[src/rtl/uart_pkg.sv]
// Shared UART constants: bus widths, register offsets, register bit positions
// and the reset-time bit period helper.
package uart_pkg;

  localparam int ADDR_W = 4;
  localparam int DATA_W = 32;

  localparam logic [ADDR_W-1:0] UART_RX_CTRL   = 4'h0;
  localparam logic [ADDR_W-1:0] UART_RX_BAUD   = 4'h4;
  localparam logic [ADDR_W-1:0] UART_RX_STATUS = 4'h8;
  localparam logic [ADDR_W-1:0] UART_RX_DATA   = 4'hC;

  // Word select, in the same order as the offsets above (addr[3:2]).
  typedef enum logic [1:0] {
    REG_CTRL   = 2'd0,
    REG_BAUD   = 2'd1,
    REG_STATUS = 2'd2,
    REG_DATA   = 2'd3
  } reg_sel_e;

  localparam int CTRL_RX_EN_BIT     = 0;
  localparam int CTRL_IRQ_EN_BIT    = 1;
  localparam int CTRL_FLUSH_BIT     = 2;

  localparam int STAT_NOT_EMPTY_BIT = 0;
  localparam int STAT_FULL_BIT      = 1;
  localparam int STAT_OVERRUN_BIT   = 2;
  localparam int STAT_COUNT_LSB     = 8;

  function automatic logic [15:0] default_bit_period(input int clk_freq, input int baud);
    return 16'(clk_freq / baud - 1);
  endfunction

endpackage

[src/rtl/uart_rx_ctrl_if.sv]
// Peripheral register bus between the bus decoder (master) and the UART RX
// controller (slave). One access per req_i cycle, acknowledged one cycle later.
interface uart_rx_ctrl_if;
  import uart_pkg::*;

  logic              req_i;
  logic              we_i;
  logic [ADDR_W-1:0] addr_i;
  logic [DATA_W-1:0] wdata_i;
  logic [DATA_W-1:0] rdata_o;
  logic              ack_o;

  modport master (
    output req_i, we_i, addr_i, wdata_i,
    input  rdata_o, ack_o
  );

  modport slave (
    input  req_i, we_i, addr_i, wdata_i,
    output rdata_o, ack_o
  );

endinterface

[src/rtl/sync_fifo.sv]
// Synchronous FIFO with first-word-fall-through head. A push while full is
// accepted only if a pop happens in the same cycle; flush overrides both.
module sync_fifo #(
  parameter int WIDTH = 8,
  parameter int DEPTH = 16
) (
  input  logic                   clk,
  input  logic                   rst_n,
  input  logic                   push,
  input  logic                   pop,
  input  logic                   flush,
  input  logic [WIDTH-1:0]       din,
  output logic [WIDTH-1:0]       dout,
  output logic                   full,
  output logic                   empty,
  output logic [$clog2(DEPTH):0] count
);
  localparam int AW = $clog2(DEPTH);
  localparam logic [AW:0] CNT_FULL = (AW+1)'(DEPTH);

  logic [AW-1:0]    wr_ptr_q, wr_ptr_d;
  logic [AW-1:0]    rd_ptr_q, rd_ptr_d;
  logic [AW:0]      count_q, count_d;
  logic [WIDTH-1:0] mem_q [DEPTH];
  logic [WIDTH-1:0] mem_d [DEPTH];
  logic             push_en, pop_en;

  always_comb begin
    full    = (count_q == CNT_FULL);
    empty   = (count_q == '0);
    pop_en  = pop & ~flush & ~empty;
    push_en = push & ~flush & (~full | pop_en);

    mem_d    = mem_q;
    wr_ptr_d = wr_ptr_q;
    rd_ptr_d = rd_ptr_q;
    count_d  = count_q + (AW+1)'(push_en) - (AW+1)'(pop_en);
    if (push_en) begin
      mem_d[wr_ptr_q] = din;
      wr_ptr_d        = wr_ptr_q + AW'(1);
    end
    if (pop_en) rd_ptr_d = rd_ptr_q + AW'(1);
    if (flush) begin
      wr_ptr_d = '0;
      rd_ptr_d = '0;
      count_d  = '0;
    end
  end

  always_ff @(posedge clk) begin
    if (!rst_n) begin
      wr_ptr_q <= '0;
      rd_ptr_q <= '0;
      count_q  <= '0;
    end else begin
      wr_ptr_q <= wr_ptr_d;
      rd_ptr_q <= rd_ptr_d;
      count_q  <= count_d;
    end
  end

  // Storage carries no reset; the pointers alone define what is valid.
  always_ff @(posedge clk) begin
    mem_q <= mem_d;
  end

  assign dout  = mem_q[rd_ptr_q];
  assign count = count_q;

endmodule

[src/rtl/uart_rx_ctrl.sv]
// Register-mapped controller for the UART receiver core: CTRL/BAUD/STATUS/DATA
// registers, rising-edge push of received bytes into an RX FIFO, and a level IRQ.
module uart_rx_ctrl
  import uart_pkg::*;
#(
  parameter int CLK_FREQ   = 50000000,
  parameter int BAUD_RATE  = 115200,
  parameter int FIFO_DEPTH = 16
) (
  input  logic          clk,
  input  logic          rst_n,
  uart_rx_ctrl_if.slave bus,
  output logic          rx_en_o,
  output logic          wr_bit_period_o,
  output logic [15:0]   bit_period_o,
  input  logic          rx_valid_i,
  input  logic [7:0]    rx_data_i,
  output logic          irq_o
);
  localparam int          CW     = $clog2(FIFO_DEPTH) + 1;
  localparam logic [15:0] BP_RST = default_bit_period(CLK_FREQ, BAUD_RATE);

  logic              rx_valid_q, rx_valid_d;
  logic              rx_en_q, rx_en_d;
  logic              irq_en_q, irq_en_d;
  logic              overrun_q, overrun_d;
  logic [15:0]       bit_period_q, bit_period_d;
  logic              wr_bp_q, wr_bp_d;
  logic              ack_q, ack_d;
  logic [DATA_W-1:0] rdata_q, rdata_d;
  logic              irq_q, irq_d;

  reg_sel_e          sel;
  logic              rd_acc, wr_acc;
  logic              push, pop, flush, ovr_set, ovr_clr;
  logic              fifo_full, fifo_empty;
  logic [CW-1:0]     fifo_count;
  logic [7:0]        fifo_head;
  logic [DATA_W-1:0] status_word;
  logic              unused_bus;

  sync_fifo #(.WIDTH(8), .DEPTH(FIFO_DEPTH)) u_fifo (
    .clk   (clk),
    .rst_n (rst_n),
    .push  (push),
    .pop   (pop),
    .flush (flush),
    .din   (rx_data_i),
    .dout  (fifo_head),
    .full  (fifo_full),
    .empty (fifo_empty),
    .count (fifo_count)
  );

  always_comb begin
    sel    = reg_sel_e'(bus.addr_i[3:2]);
    rd_acc = bus.req_i & ~bus.we_i;
    wr_acc = bus.req_i & bus.we_i;

    // Only a 0->1 edge of the held valid level pushes; the FIFO resolves pop-before-push.
    push    = rx_valid_i & ~rx_valid_q;
    pop     = rd_acc & (sel == REG_DATA) & ~fifo_empty;
    flush   = wr_acc & (sel == REG_CTRL) & bus.wdata_i[CTRL_FLUSH_BIT];
    ovr_set = push & fifo_full & ~pop & ~flush;
    ovr_clr = wr_acc & (sel == REG_STATUS) & bus.wdata_i[STAT_OVERRUN_BIT];

    status_word                                = '0;
    status_word[STAT_NOT_EMPTY_BIT]            = ~fifo_empty;
    status_word[STAT_FULL_BIT]                 = fifo_full;
    status_word[STAT_OVERRUN_BIT]              = overrun_q;
    status_word[STAT_COUNT_LSB +: 8]           = 8'(fifo_count);

    rx_valid_d   = rx_valid_i;
    rx_en_d      = rx_en_q;
    irq_en_d     = irq_en_q;
    bit_period_d = bit_period_q;
    wr_bp_d      = 1'b0;
    overrun_d    = ovr_set | (overrun_q & ~ovr_clr);
    ack_d        = bus.req_i;
    rdata_d      = '0;
    irq_d        = irq_en_q & (~fifo_empty | overrun_q);

    if (wr_acc) begin
      case (sel)
        REG_CTRL: begin
          rx_en_d  = bus.wdata_i[CTRL_RX_EN_BIT];
          irq_en_d = bus.wdata_i[CTRL_IRQ_EN_BIT];
        end
        REG_BAUD: begin
          bit_period_d = bus.wdata_i[15:0];
          wr_bp_d      = 1'b1;
        end
        default: ;
      endcase
    end

    if (rd_acc) begin
      case (sel)
        REG_CTRL: begin
          rdata_d[CTRL_RX_EN_BIT]  = rx_en_q;
          rdata_d[CTRL_IRQ_EN_BIT] = irq_en_q;
        end
        REG_BAUD:   rdata_d[15:0] = bit_period_q;
        REG_STATUS: rdata_d       = status_word;
        REG_DATA:   rdata_d[7:0]  = fifo_empty ? 8'h00 : fifo_head;
        default: ;
      endcase
    end
  end

  always_ff @(posedge clk) begin
    if (!rst_n) begin
      rx_valid_q   <= 1'b0;
      rx_en_q      <= 1'b0;
      irq_en_q     <= 1'b0;
      overrun_q    <= 1'b0;
      bit_period_q <= BP_RST;
      wr_bp_q      <= 1'b0;
      ack_q        <= 1'b0;
      rdata_q      <= '0;
      irq_q        <= 1'b0;
    end else begin
      rx_valid_q   <= rx_valid_d;
      rx_en_q      <= rx_en_d;
      irq_en_q     <= irq_en_d;
      overrun_q    <= overrun_d;
      bit_period_q <= bit_period_d;
      wr_bp_q      <= wr_bp_d;
      ack_q        <= ack_d;
      rdata_q      <= rdata_d;
      irq_q        <= irq_d;
    end
  end

  assign unused_bus      = ^{bus.addr_i[1:0], bus.wdata_i[DATA_W-1:16]};
  assign bus.ack_o       = ack_q;
  assign bus.rdata_o     = rdata_q;
  assign rx_en_o         = rx_en_q;
  assign wr_bit_period_o = wr_bp_q;
  assign bit_period_o    = bit_period_q;
  assign irq_o           = irq_q;

endmodule
[src/flat_wrapper.sv]
// flat-port wrapper written by rule: the top's interface ports become plain ports
module uart_rx_ctrl_flat import uart_pkg::*;
#(
  parameter int CLK_FREQ   = 50000000,
  parameter int BAUD_RATE  = 115200,
  parameter int FIFO_DEPTH = 16
)
  (clk, rst_n, rx_en_o, wr_bit_period_o, bit_period_o, rx_valid_i, rx_data_i, irq_o, bus_req_i, bus_we_i, bus_addr_i, bus_wdata_i, bus_rdata_o, bus_ack_o);
  uart_rx_ctrl_if bus_i ();
  input  logic clk;
  input  logic rst_n;
  output logic rx_en_o;
  output logic wr_bit_period_o;
  output logic [15:0] bit_period_o;
  input  logic rx_valid_i;
  input  logic [7:0] rx_data_i;
  output logic irq_o;
  input wire logic [$bits(bus_i.req_i)-1:0] bus_req_i;
  input wire logic [$bits(bus_i.we_i)-1:0] bus_we_i;
  input wire logic [$bits(bus_i.addr_i)-1:0] bus_addr_i;
  input wire logic [$bits(bus_i.wdata_i)-1:0] bus_wdata_i;
  output wire logic [$bits(bus_i.rdata_o)-1:0] bus_rdata_o;
  output wire logic [$bits(bus_i.ack_o)-1:0] bus_ack_o;
  assign bus_i.req_i = bus_req_i;
  assign bus_i.we_i = bus_we_i;
  assign bus_i.addr_i = bus_addr_i;
  assign bus_i.wdata_i = bus_wdata_i;
  assign bus_rdata_o = bus_i.rdata_o;
  assign bus_ack_o = bus_i.ack_o;
  uart_rx_ctrl #(.CLK_FREQ(CLK_FREQ), .BAUD_RATE(BAUD_RATE), .FIFO_DEPTH(FIFO_DEPTH)) u_core (.clk(clk), .rst_n(rst_n), .bus(bus_i), .rx_en_o(rx_en_o), .wr_bit_period_o(wr_bit_period_o), .bit_period_o(bit_period_o), .rx_valid_i(rx_valid_i), .rx_data_i(rx_data_i), .irq_o(irq_o));
endmodule
[config.mk]
export PLATFORM = sky130hd
export DESIGN_NAME = uart_rx_ctrl_flat
export DESIGN_NICKNAME = d
export VERILOG_FILES = /design/src/rtl/uart_pkg.sv /design/src/rtl/uart_rx_ctrl_if.sv /design/src/rtl/sync_fifo.sv /design/src/rtl/uart_rx_ctrl.sv /design/src/flat_wrapper.sv
export SDC_FILE = /design/constraint.sdc
export NUM_CORES = 1
export LEC_CHECK = 0
export CORE_ASPECT_RATIO = 1.5
export CORE_UTILIZATION = 49
export CTS_CLUSTER_SIZE = 12
export DETAILED_ROUTE_END_ITERATION = 8
export GPL_ROUTABILITY_DRIVEN = 1
export PLACE_DENSITY = 0.75
export SKIP_CTS_REPAIR_TIMING = 1
export SKIP_LAST_GASP = 1
export SLEW_MARGIN = 20
export SYNTH_ARGS = -nofsm -noshare
export SYNTH_HDL_FRONTEND = slang
export SYNTH_HIERARCHICAL = 1
export SYNTH_SLANG_ARGS = --single-unit
[constraint.sdc]
create_clock -name clk -period 3.2 [get_ports clk]
set_clock_uncertainty 0.1 [all_clocks]
set_input_delay 0.32 -clock clk [delete_from_list [all_inputs] [get_ports clk]]
set_output_delay 0.32 -clock clk [all_outputs]
set_load 0.05 [all_outputs]
==> impl_metrics.yaml, run 1 <==
setup_path:
  path_class: "reg2reg"
  cp.arrival_ns: 3.24
  worstPathMaxFanout: 4
  cpMostUsedCell: "inv_1"
  cp.buffers_inverters: 4
  crit_path_end_kind: "register"
  critPathMaxStageDelay_ns: 0.34
  worstSetupPathDepth: 16
  cpMaxStageDelayCell: "dfxtp_1"
  cp.required_ns: 3.40
  cp_top_family: "adder cells"
  setup.worst_path.start_class: "register"
  cp-startpoint: "u_core/u_fifo/count[2]$_SDFF_PP0_"
  r2r_cells: 16
  crit_chain: "inv_2, ha_2, nor4b_4, nor2b_1, and3b_2, o21a_1, inv_1, ha_1, inv_1, ha_2, inv_1, fa_2, nand2b_4, a21oi_2, o21ai_1, nor3b_1"
  r2r_start: "u_core/u_fifo/count[2]$_SDFF_PP0_"
synth:
  synth_seq_cells: 180
  synth_top_area_cell: "edfxtp_1"
  synth.most_common_cell: "edfxtp_1"
  syn_area_per_cell_um2: 14.4
  synth_top_cell_area_share_pct: 51.6
  netlist_instances: 516
  async_flop_share_pct: 0
  ys_warn_count: 6
  yosysUniqueCellTypes: 47
  synth_area_leaders: "edfxtp_1 (52%), dfxtp_1 (14%), mux2i_1 (4.8%)"
  synth_edf_count: 128
  yosys-top-cells-count: "edfxtp_1 (128), dfxtp_1 (52), nand2_1 (49), mux2i_1 (36), nor2_1 (33)"
  ys_seq_area_share_pct: 65.6
  synth-main-ff-cell: "edfxtp_1"
  syn_area_um2: 7450
cts:
  insertion_delay_ns: 0.43
  cts_tree: "done"
  clk_path_buf_depth: 2
  clkTransAtPathRegs_ns: 0.07
  root_buffer: "clkbuf_16"
  cts_buffers: 17
  cts_num_sinks: 180
  htreeDepth: 4
finish:
  num-nets-final: 677
  fill_cells: 1116
  fin_area_um2: 9000
  drive_above_1_share_pct: 16.8
  syn2layout_area_growth_pct: 20.8
  antenna_cells: 0
  instances_no_fill: 820
place:
  place_congestion: 0.809
  io_buffers: 66
  dpl-instance-area_um2: 8370
  dpl.cell_count: 787
  hpwl_um: 10800
route:
  drcViolationCount: 0
  ant_nets: 0
  drt-vias-per-instance: 5.51
  first_iter_violations: 257
  wire_per_inst_um: 18.6
  drtPass1Iterations: 5
  wl_um: 15200
  vias: 4519
timing:
  fin_crit_sh_pct: 95.1
  fmax_mhz: 329
  finalSetupViolCount: 0
  finalCriticalPeriod_ns: 3.04
  relSlewSlack_pct: 45.8
  hold_violations: 0
  finalMaxSlewViolations: 0
  tightest_slew_ns: 0.810
worst_hold_path:
  min_from: "bus_wdata_i[9]"
  min_path_type: "in2reg"
  whs_path_depth: 3
power:
  ir_drop_mv: 0.281
  power.density_nw_per_um2: 591
  p_leak_uw: 0.00311
floorplan:
  io_pins: 101
  floorplan.core_area_um2: 14700
  fp-row-count: 54
  die_area_um2: 15700
  dieWidth_um: 103
  start_util_pct: 50.6
  dieHeight_um: 153
global_routing:
  grt_first_pass_wirelength_um: 23900
  grt_usage_pct: 20.6
  grt_max_degree: 20
  grt_overflow: 0
  first_global_vias: 4676
  antenna_found_initial: 0
run_status:
  outcome: "completed"
flow_run:
  maxCapViolations: 0
state kept, by name, indices dropped and copies added (netlist names), 4 cells and up:
signal,flops
u_core/u_fifo/wr_ptr_q,4
u_core/bus.rdata_o,16
u_core/u_fifo/mem_q,128
u_core/u_fifo/count,5
u_core/bit_period_o,16
u_core/u_fifo/rd_ptr_q,4
final timing paths:
kind	slack, ns	to
setup / recovery	0.16	u_core/u_fifo/count[4]$_SDFF_PP0_
hold / removal	0.35	u_core/bit_period_o[9]$_SDFFE_PN0P_
setup reg to reg	0.16	u_core/u_fifo/count[4]$_SDFF_PP0_
hold reg to reg	0.35	u_core/irq_o$_SDFF_PN0_
area by class of cell:
type | count | area (um2) | area share (%)
sequential | 180 | 4890 | 54.3
clock inverter | 15 | 169 | 1.88
timing repair buffer | 103 | 938 | 10.4
multi-input combinational | 291 | 2270 | 25.2
clock buffer | 17 | 425 | 4.73
tap | 196 | 245 | 2.72
inverter | 18 | 67.6 | 0.751
per-layer routing:
layer  GRT usage (%)  part of all wire (%)
met3            4.25                   4.6
met2            38.7                    56
met4            8.50                   2.9
met1            21.4                    36
met5               0                     0
through the flow:
stage	total power, uW	setup WS, ns	TNS (ns)	hold slack [ns]	util (%)
final	5320	0.158	0	0.350	61.1
after global routing	5510	-0.00985	-0.00985	0.373	61.1
after CTS	5320	-0.0498	-0.0498	0.340	60.9
after detailed placement	3330	-0.273	-0.273	0.345	56.9
after global placement	3290	-0.123	-0.123	0.334	56.9
after floorplan	3110	0.00814	0	0.319	-
placed cells by master, fill, tap and decap left out, drive strengths merged, types with 6 or more instances in the layout:
master | Yosys | final
clkbuf | 9 | 17
dfxtp | 52 | 52
nor2b | 6 | 6
buf | 33 | 37
mux2i | 36 | 36
nor2 | 33 | 33
nand3 | 10 | 10
clkinv | 0 | 8
a22oi | 18 | 18
a21oi | 8 | 8
mux4 | 16 | 16
nand2 | 49 | 49
conb | 1 | 16
clkdlybuf4s50 | 0 | 66
o21ai | 11 | 11
inv | 18 | 23
edfxtp | 128 | 128
a221oi | 17 | 17
ha | 16 | 16
a21boi | 11 | 11
cells by family after synthesis:
group | count (synthesis) | synth area share (%)
compound gates | 73 | 7.74
xor+xnor | 7 | 0.823
fa+ha+maj | 17 | 2.96
buf+inv | 60 | 5.17
flops | 180 | 65.6
mux | 52 | 9.67
other cells | 1 | 0.0503
simple gates | 126 | 8.01
where the power goes:
| group | switching (uW) | internal, uW |
|---|---|---|
| Combinational | 392 | 307 |
| Clock | 961 | 1040 |
| Sequential | 56.8 | 2560 |
| Total | 1410 | 3910 |
worst register-to-register path, cell delays in order, from the launching register on:
cell and delay, ns:
dfxtp_1 0.34, inv_2 0.07, ha_2 0.18, nor4b_4 0.24, nor2b_1 0.09, and3b_2 0.24, o21a_1 0.20, inv_1 0.06
ha_1 0.22, inv_1 0.06, ha_2 0.17, inv_1 0.05, fa_2 0.33, nand2b_4 0.15, a21oi_2 0.15, o21ai_1 0.10
nor3b_1 0.16
Note: power is estimated with default switching activity, not from simulation.
==> run 2, diff against run 1 <==
SKIP_LAST_GASP = unset   (was 1)
==> results of run 2 <==
Same layout as run 1: the final DEF is identical, and so are final timing and power.
